$ cat src/rtl/psram_resp.sv
// psram_resp: PSRAM target model with command/address/latency/data FSM and byte memory
module psram_resp #(
  parameter int DEPTH = 256,
  parameter logic [7:0] RCMD = 8'h20,
  parameter logic [7:0] WCMD = 8'hA0,
  parameter logic [7:0] CRCMD = 8'h40,
  parameter logic [7:0] CWCMD = 8'hC0,
  parameter int LC = 4
) (
  input  logic                     clk_i,
  input  logic                     rst_i,
  input  logic                     psram_sck_i,
  input  logic                     psram_ce_i,
  input  logic [7:0]               psram_io_in_i,
  output logic [7:0]               psram_io_out_o,
  output logic [7:0]               psram_io_en_o,
  input  logic                     psram_dqs_in_i,
  output logic                     psram_dqs_out_o,
  output logic                     psram_dqs_en_o,
  input  logic [$clog2(DEPTH)-1:0] dbg_addr_i,
  output logic [7:0]               dbg_data_o,
  output logic                     busy_o,
  output logic                     cmd_err_o
);
  localparam int AW = $clog2(DEPTH);
  localparam int RW = AW < 3 ? 3 : AW;
  typedef enum logic [2:0] {IDLE, CMD, ADDR, LAT, WDATA, RDATA, DROP} state_t;
  state_t state, state_n;
  logic [10:0] s1, s2;
  logic [1:0] vld;
  logic sck_q, sck_s, ce_s, dqs_s, act, rise_a, fall_a, got, cmd_ok, is_wr, is_mr;
  logic [7:0] io_s, cmd, cnt, rd_byte, rd_data;
  logic dqs_r;
  logic [RW-1:0] addr;
  logic [7:0] mem [DEPTH];
  logic [7:0] mr [8];
  assign {sck_s, ce_s, dqs_s, io_s} = s2;
  assign act = (sck_s ^ sck_q) & ~ce_s;
  assign rise_a = act & sck_s;
  assign fall_a = act & ~sck_s;
  assign cmd_ok = cmd == RCMD || cmd == WCMD || cmd == CRCMD || cmd == CWCMD;
  assign is_wr = cmd == WCMD || cmd == CWCMD;
  assign is_mr = cmd == CRCMD || cmd == CWCMD;
  assign rd_data = is_mr ? mr[addr[2:0]] : mem[addr[AW-1:0]];
  assign dbg_data_o = mem[dbg_addr_i];
  always_ff @(posedge clk_i or posedge rst_i)
    if (rst_i) begin
      s1 <= '0;
      s2 <= '0;
      sck_q <= 1'b0;
      vld <= '0;
    end else begin
      s1 <= {psram_sck_i, psram_ce_i, psram_dqs_in_i, psram_io_in_i};
      s2 <= s1;
      sck_q <= s2[10];
      vld <= {vld[0], 1'b1};
    end
  always_ff @(posedge clk_i or posedge rst_i)
    if (rst_i) state <= IDLE;
    else state <= state_n;
  always_comb begin
    state_n = state;
    case (state)
      IDLE: state_n = vld[1] && !ce_s ? CMD : IDLE;
      CMD: if (got && fall_a) state_n = cmd_ok ? ADDR : DROP;
      ADDR: if (act && cnt == 8'd3) state_n = is_wr ? WDATA : LC == 0 ? RDATA : LAT;
      LAT: if (rise_a && cnt == 8'(LC - 1)) state_n = RDATA;
      default: state_n = state;
    endcase
    if (state != IDLE && ce_s) state_n = IDLE;
  end
  always_comb begin
    busy_o = state != IDLE;
    psram_dqs_en_o = state == RDATA;
    psram_io_en_o = psram_dqs_en_o ? 8'hFF : 8'h00;
    psram_io_out_o = psram_dqs_en_o ? rd_byte : 8'h00;
    psram_dqs_out_o = psram_dqs_en_o & dqs_r;
  end
  always_ff @(posedge clk_i or posedge rst_i)
    if (rst_i) begin
      cmd <= '0;
      got <= 1'b0;
      cnt <= '0;
      addr <= '0;
      rd_byte <= '0;
      dqs_r <= 1'b0;
      cmd_err_o <= 1'b0;
      for (int i = 0; i < DEPTH; i++) mem[i] <= '0;
      for (int i = 1; i < 8; i++) mr[i] <= '0;
      mr[0] <= 8'(LC);
    end else begin
      cmd_err_o <= state == CMD && state_n == DROP;
      got <= state == CMD && (got || rise_a);
      if (state == CMD && rise_a && !got) cmd <= io_s;
      cnt <= state_n != state ? '0 : ((state == ADDR && act) || (state == LAT && rise_a)) ? cnt + 8'd1 : cnt;
      if (state == ADDR && act) addr <= RW'({addr, io_s});
      if ((state == WDATA || state == RDATA) && act) addr <= addr + 1'b1;
      if (state == WDATA && act && !dqs_s && is_mr) mr[addr[2:0]] <= io_s;
      if (state == WDATA && act && !dqs_s && !is_mr) mem[addr[AW-1:0]] <= io_s;
      rd_byte <= state != RDATA ? 8'h00 : act ? rd_data : rd_byte;
      dqs_r <= state == RDATA && (dqs_r ^ act);
    end
endmodule
$ cat config.mk
export PLATFORM = sky130hd
export DESIGN_NAME = psram_resp
export DESIGN_NICKNAME = d
export VERILOG_FILES = /design/src/rtl/psram_resp.sv
export SDC_FILE = /design/constraint.sdc
export NUM_CORES = 2
export LEC_CHECK = 0
export CORE_ASPECT_RATIO = 1.75
export CORE_MARGIN = 8
export CORE_UTILIZATION = 40
export CTS_BUF_LIST = sky130_fd_sc_hd__clkbuf_2
export DETAILED_ROUTE_END_ITERATION = 12
export GPL_ROUTABILITY_DRIVEN = 0
export MAX_ROUTING_LAYER = met4
export PLACE_DENSITY = 0.62
export REMOVE_ABC_BUFFERS = 1
export SLEW_MARGIN = 25
export SYNTH_ARGS = -nofsm -noshare
export SYNTH_HDL_FRONTEND = slang
export SYNTH_SLANG_ARGS = --single-unit
$ cat constraint.sdc
create_clock -name clk_i -period 74.8 [get_ports clk_i]
set_input_delay 11.22 -clock clk_i [delete_from_list [all_inputs] [get_ports clk_i]]
set_output_delay 11.22 -clock clk_i [all_outputs]
set_load 0.01 [all_outputs]
==> impl_metrics.yaml <==
final_layout:
  stdcell_area_um2: 125000
  fin_cells: 12600
  nNetsFinal: 8378
  final_layout_size_suffix_gt1_share_pct: 48.7
  syn2layout_area_growth_pct: 8.75
cts:
  cts.path.max_buffers: 4
  h-tree-depth: 5
  path_clk_slew_ns: 0.11
  clock_latency_ns: 2.01
  cts_resized: 0
  cts.sinks: 2175
  post_cts_buffers: 0
  cts_buffers: 478
  cts_hold_buf: 0
  tritoncts: "done"
  root_buffer: "clkbuf_2"
worst_setup_path:
  end_kind: "primary output"
  path_class: "in -> out"
  path_cells: "buf_8 -> buf_4 -> buf_4 -> buf_4 -> mux4_2 -> mux4_2 -> mux4_2 -> a22oi_1 -> nand2_1 -> clkdlybuf4s50_1"
  r2r_start: "addr[1]$_DFFE_PP0P_"
  worstPathMaxFanout: 104
  cp.arrival_ns: 18.10
  critPathLaunchType: "input port"
  cp-startpoint: "dbg_addr_i[1]"
  cp_slowest_cell: "buf_4"
  critPathMaxStageDelay_ns: 0.90
  crit_required_ns: 63.58
routing:
  vias_per_cell: 6.74
  vias: 84800
  wire_per_inst_um: 37.9
  dr.pass1.iters: 10
  drc: 0
  antenna_left: 0
  first_iter_violations: 10700
  drt-total-wl_um: 477000
outcome:
  status: "complete, no violations"
grt:
  globalRouteOverflowTotal: 0
  grt_pass1_wl_um: 675000
  grt_max_degree: 182
  antenna_found_initial: 48
  grt_pass1_vias: 87600
  track_usage_pct: 31.2
sta:
  min_period_ns: 29.32
  finalCritPeriodShare_pct: 39.2
  whs_ns: 0.269
  slew_headroom_pct: 15.7
  slew_viol_final: 0
  hold_viol_final: 0
  clock_skew_ns: 0.242
  fin_setup_tns_ns: 0
  max_freq_mhz: 34.1
  setup_viol_count_final: 0
  worst_slew_pin_slew_ns: 1.26
  rsz0062_at_grt: "false"
synth:
  async_flop_share_pct: 100
  syn_avg_cell_area_um2: 13.9
  yosys-top-cells-count: "mux2_2 (2272), dfrtp_1 (2174), mux4_2 (737)"
  synth.top_cell.area_share_pct: 47.3
  synth_cells: 8262
  ys_seq_area_share_pct: 47.3
  yosysUniqueCellTypes: 78
  synthTopCellsByArea: "dfrtp_1 (47%), mux2_2 (22%), mux4_2 (14%), mux2i_1 (2.7%), clkbuf_1 (1.7%)"
  yosys_register_bits: 2175
  yosysTopAreaCell: "dfrtp_1"
  synth_edf_count: 0
  synth_ff_type: "dfrtp_1"
  ys_warn_count: 0
  synth_most_common_cell: "mux2_2"
  syn_area_um2: 115000
pwr:
  power.leakage_nw: 56.2
  power_mw: 2.62
  p_per_area_nw_per_um2: 20.9
  peakVddDrop_v: 0.0000190
place:
  placedCellCount: 11700
  hpwl_um: 308000
  port-buffer-count: 48
  post_dp_cell_area_um2: 120000
floorplan:
  die_x_um: 421
  rows: 260
  num_io_pins: 49
  dieArea_um2: 306000
  dieHeight_um: 726
  initial_core_util_pct: 40.2
  coreArea_um2: 286000
flow_run:
  max_cap_violations: 0
hold_path:
  hp-class: "reg -> reg"
  hold_start: "s1[5]$_DFF_PP0_"
==> per-stage QoR <==
stage | worst slack (ns) | util [%]
2_1_floorplan | 2.13 | -
3_3_place_gp | 45.93 | 42.0
3_5_place_dp | 45.79 | 42.1
4_1_cts | 45.80 | 43.6
5_1_grt | 45.65 | 43.7
6_report | 45.48 | 43.7
==> power breakdown <==
group          leakage (nW)  internal [mW]  switching (mW)  total (mW)
combinational          22.6          0.140           0.498       0.637
clock                  3.25          0.276           0.509       0.784
sequential             30.3           1.18          0.0172        1.20
total                  56.2           1.60            1.02        2.62
==> logic make-up after synthesis <==
logic type,after synthesis,share of synthesized area [%]
fa+ha+maj,5,0.0544
mux,3321,39.4
compound gates,1190,7.53
simple gates,790,3.00
xor+xnor,9,0.0685
other cells,1,0.00326
buf+inv,771,2.66
flops,2175,47.3
==> state kept, by name (all words and copies together) (netlist names), 2 cells and up <==
| register | count |
|---|---|
| s2 | 11 |
| mr | 64 |
| cnt | 8 |
| mem | 2048 |
| s1 | 11 |
| cmd | 8 |
| rd_byte | 8 |
| state | 3 |
| vld | 2 |
| addr | 8 |
==> critical path, delay by kind of cell <==
kind            cells  cell delay [ns]
buf+inv             5             3.84
compound gates      1             0.61
simple gates        1             0.29
mux                 3             1.67
==> metal layers <==
layer  routed length, um  global-route usage [%]  up-vias
li1                    -                       -    32500
met1              152000                    32.5    43800
met2              216000                    46.9     5966
met3               47100                    8.31     2487
met4               61500                    31.4        0
met5                   0                       -        -
==> cells in the final DEF (no fill, tap or decap), types with 12 or more instances in the layout <==
cell type and instances:
clkbuf_2 645, nand2_1 190, dfrtp_4 12, a21oi_1 221
a311oi_1 17, clkdlybuf4s50_1 42, clkinv_2 40, dfrtp_1 2162
buf_4 289, buf_12 17, a22oi_1 127, o2bb2ai_1 74
nor2_1 280, buf_6 12, o211ai_1 39, a221o_1 82
clkinv_1 142, mux2i_1 312, o22ai_1 18, a22o_1 53
o221ai_1 22, a31oi_1 36, mux2_2 2272, o21ai_0 173
and3_1 14, nand3_1 36, a211oi_1 38, nor2_2 119
nor3_1 28, a221oi_1 175, mux4_2 737, diode_2 64
nand4_1 17
==> path summary, 6_finish.rpt <==
kind                            cells past startpoint                endpoint  slack (ns)
worst min-delay path                                0         s2[5]$_DFF_PP0_        0.27
worst max register to register                     11  rd_byte[7]$_DFFE_PP0P_       68.20
max in group asynchronous                           8         s1[5]$_DFF_PP0_       59.81
worst min register to register                      0         s2[5]$_DFF_PP0_        0.27
worst max-delay path                               10           dbg_data_o[6]       45.48
min in group asynchronous                           2    mem[489]$_DFFE_PP0P_        9.86
==> layout make-up <==
type | instances | area [um^2]
Clock buffer | 645 | 3230
Inverter | 12 | 67.6
Tap cell | 3799 | 4750
Antenna cell | 64 | 160
Multi-Input combinational cell | 5316 | 58100
Clock inverter | 205 | 1130
Timing Repair Buffer | 369 | 3190
Fill cell | 26100 | 161000
Sequential cell | 2175 | 54500
No activity file was read; power rests on OpenSTA's default activity.
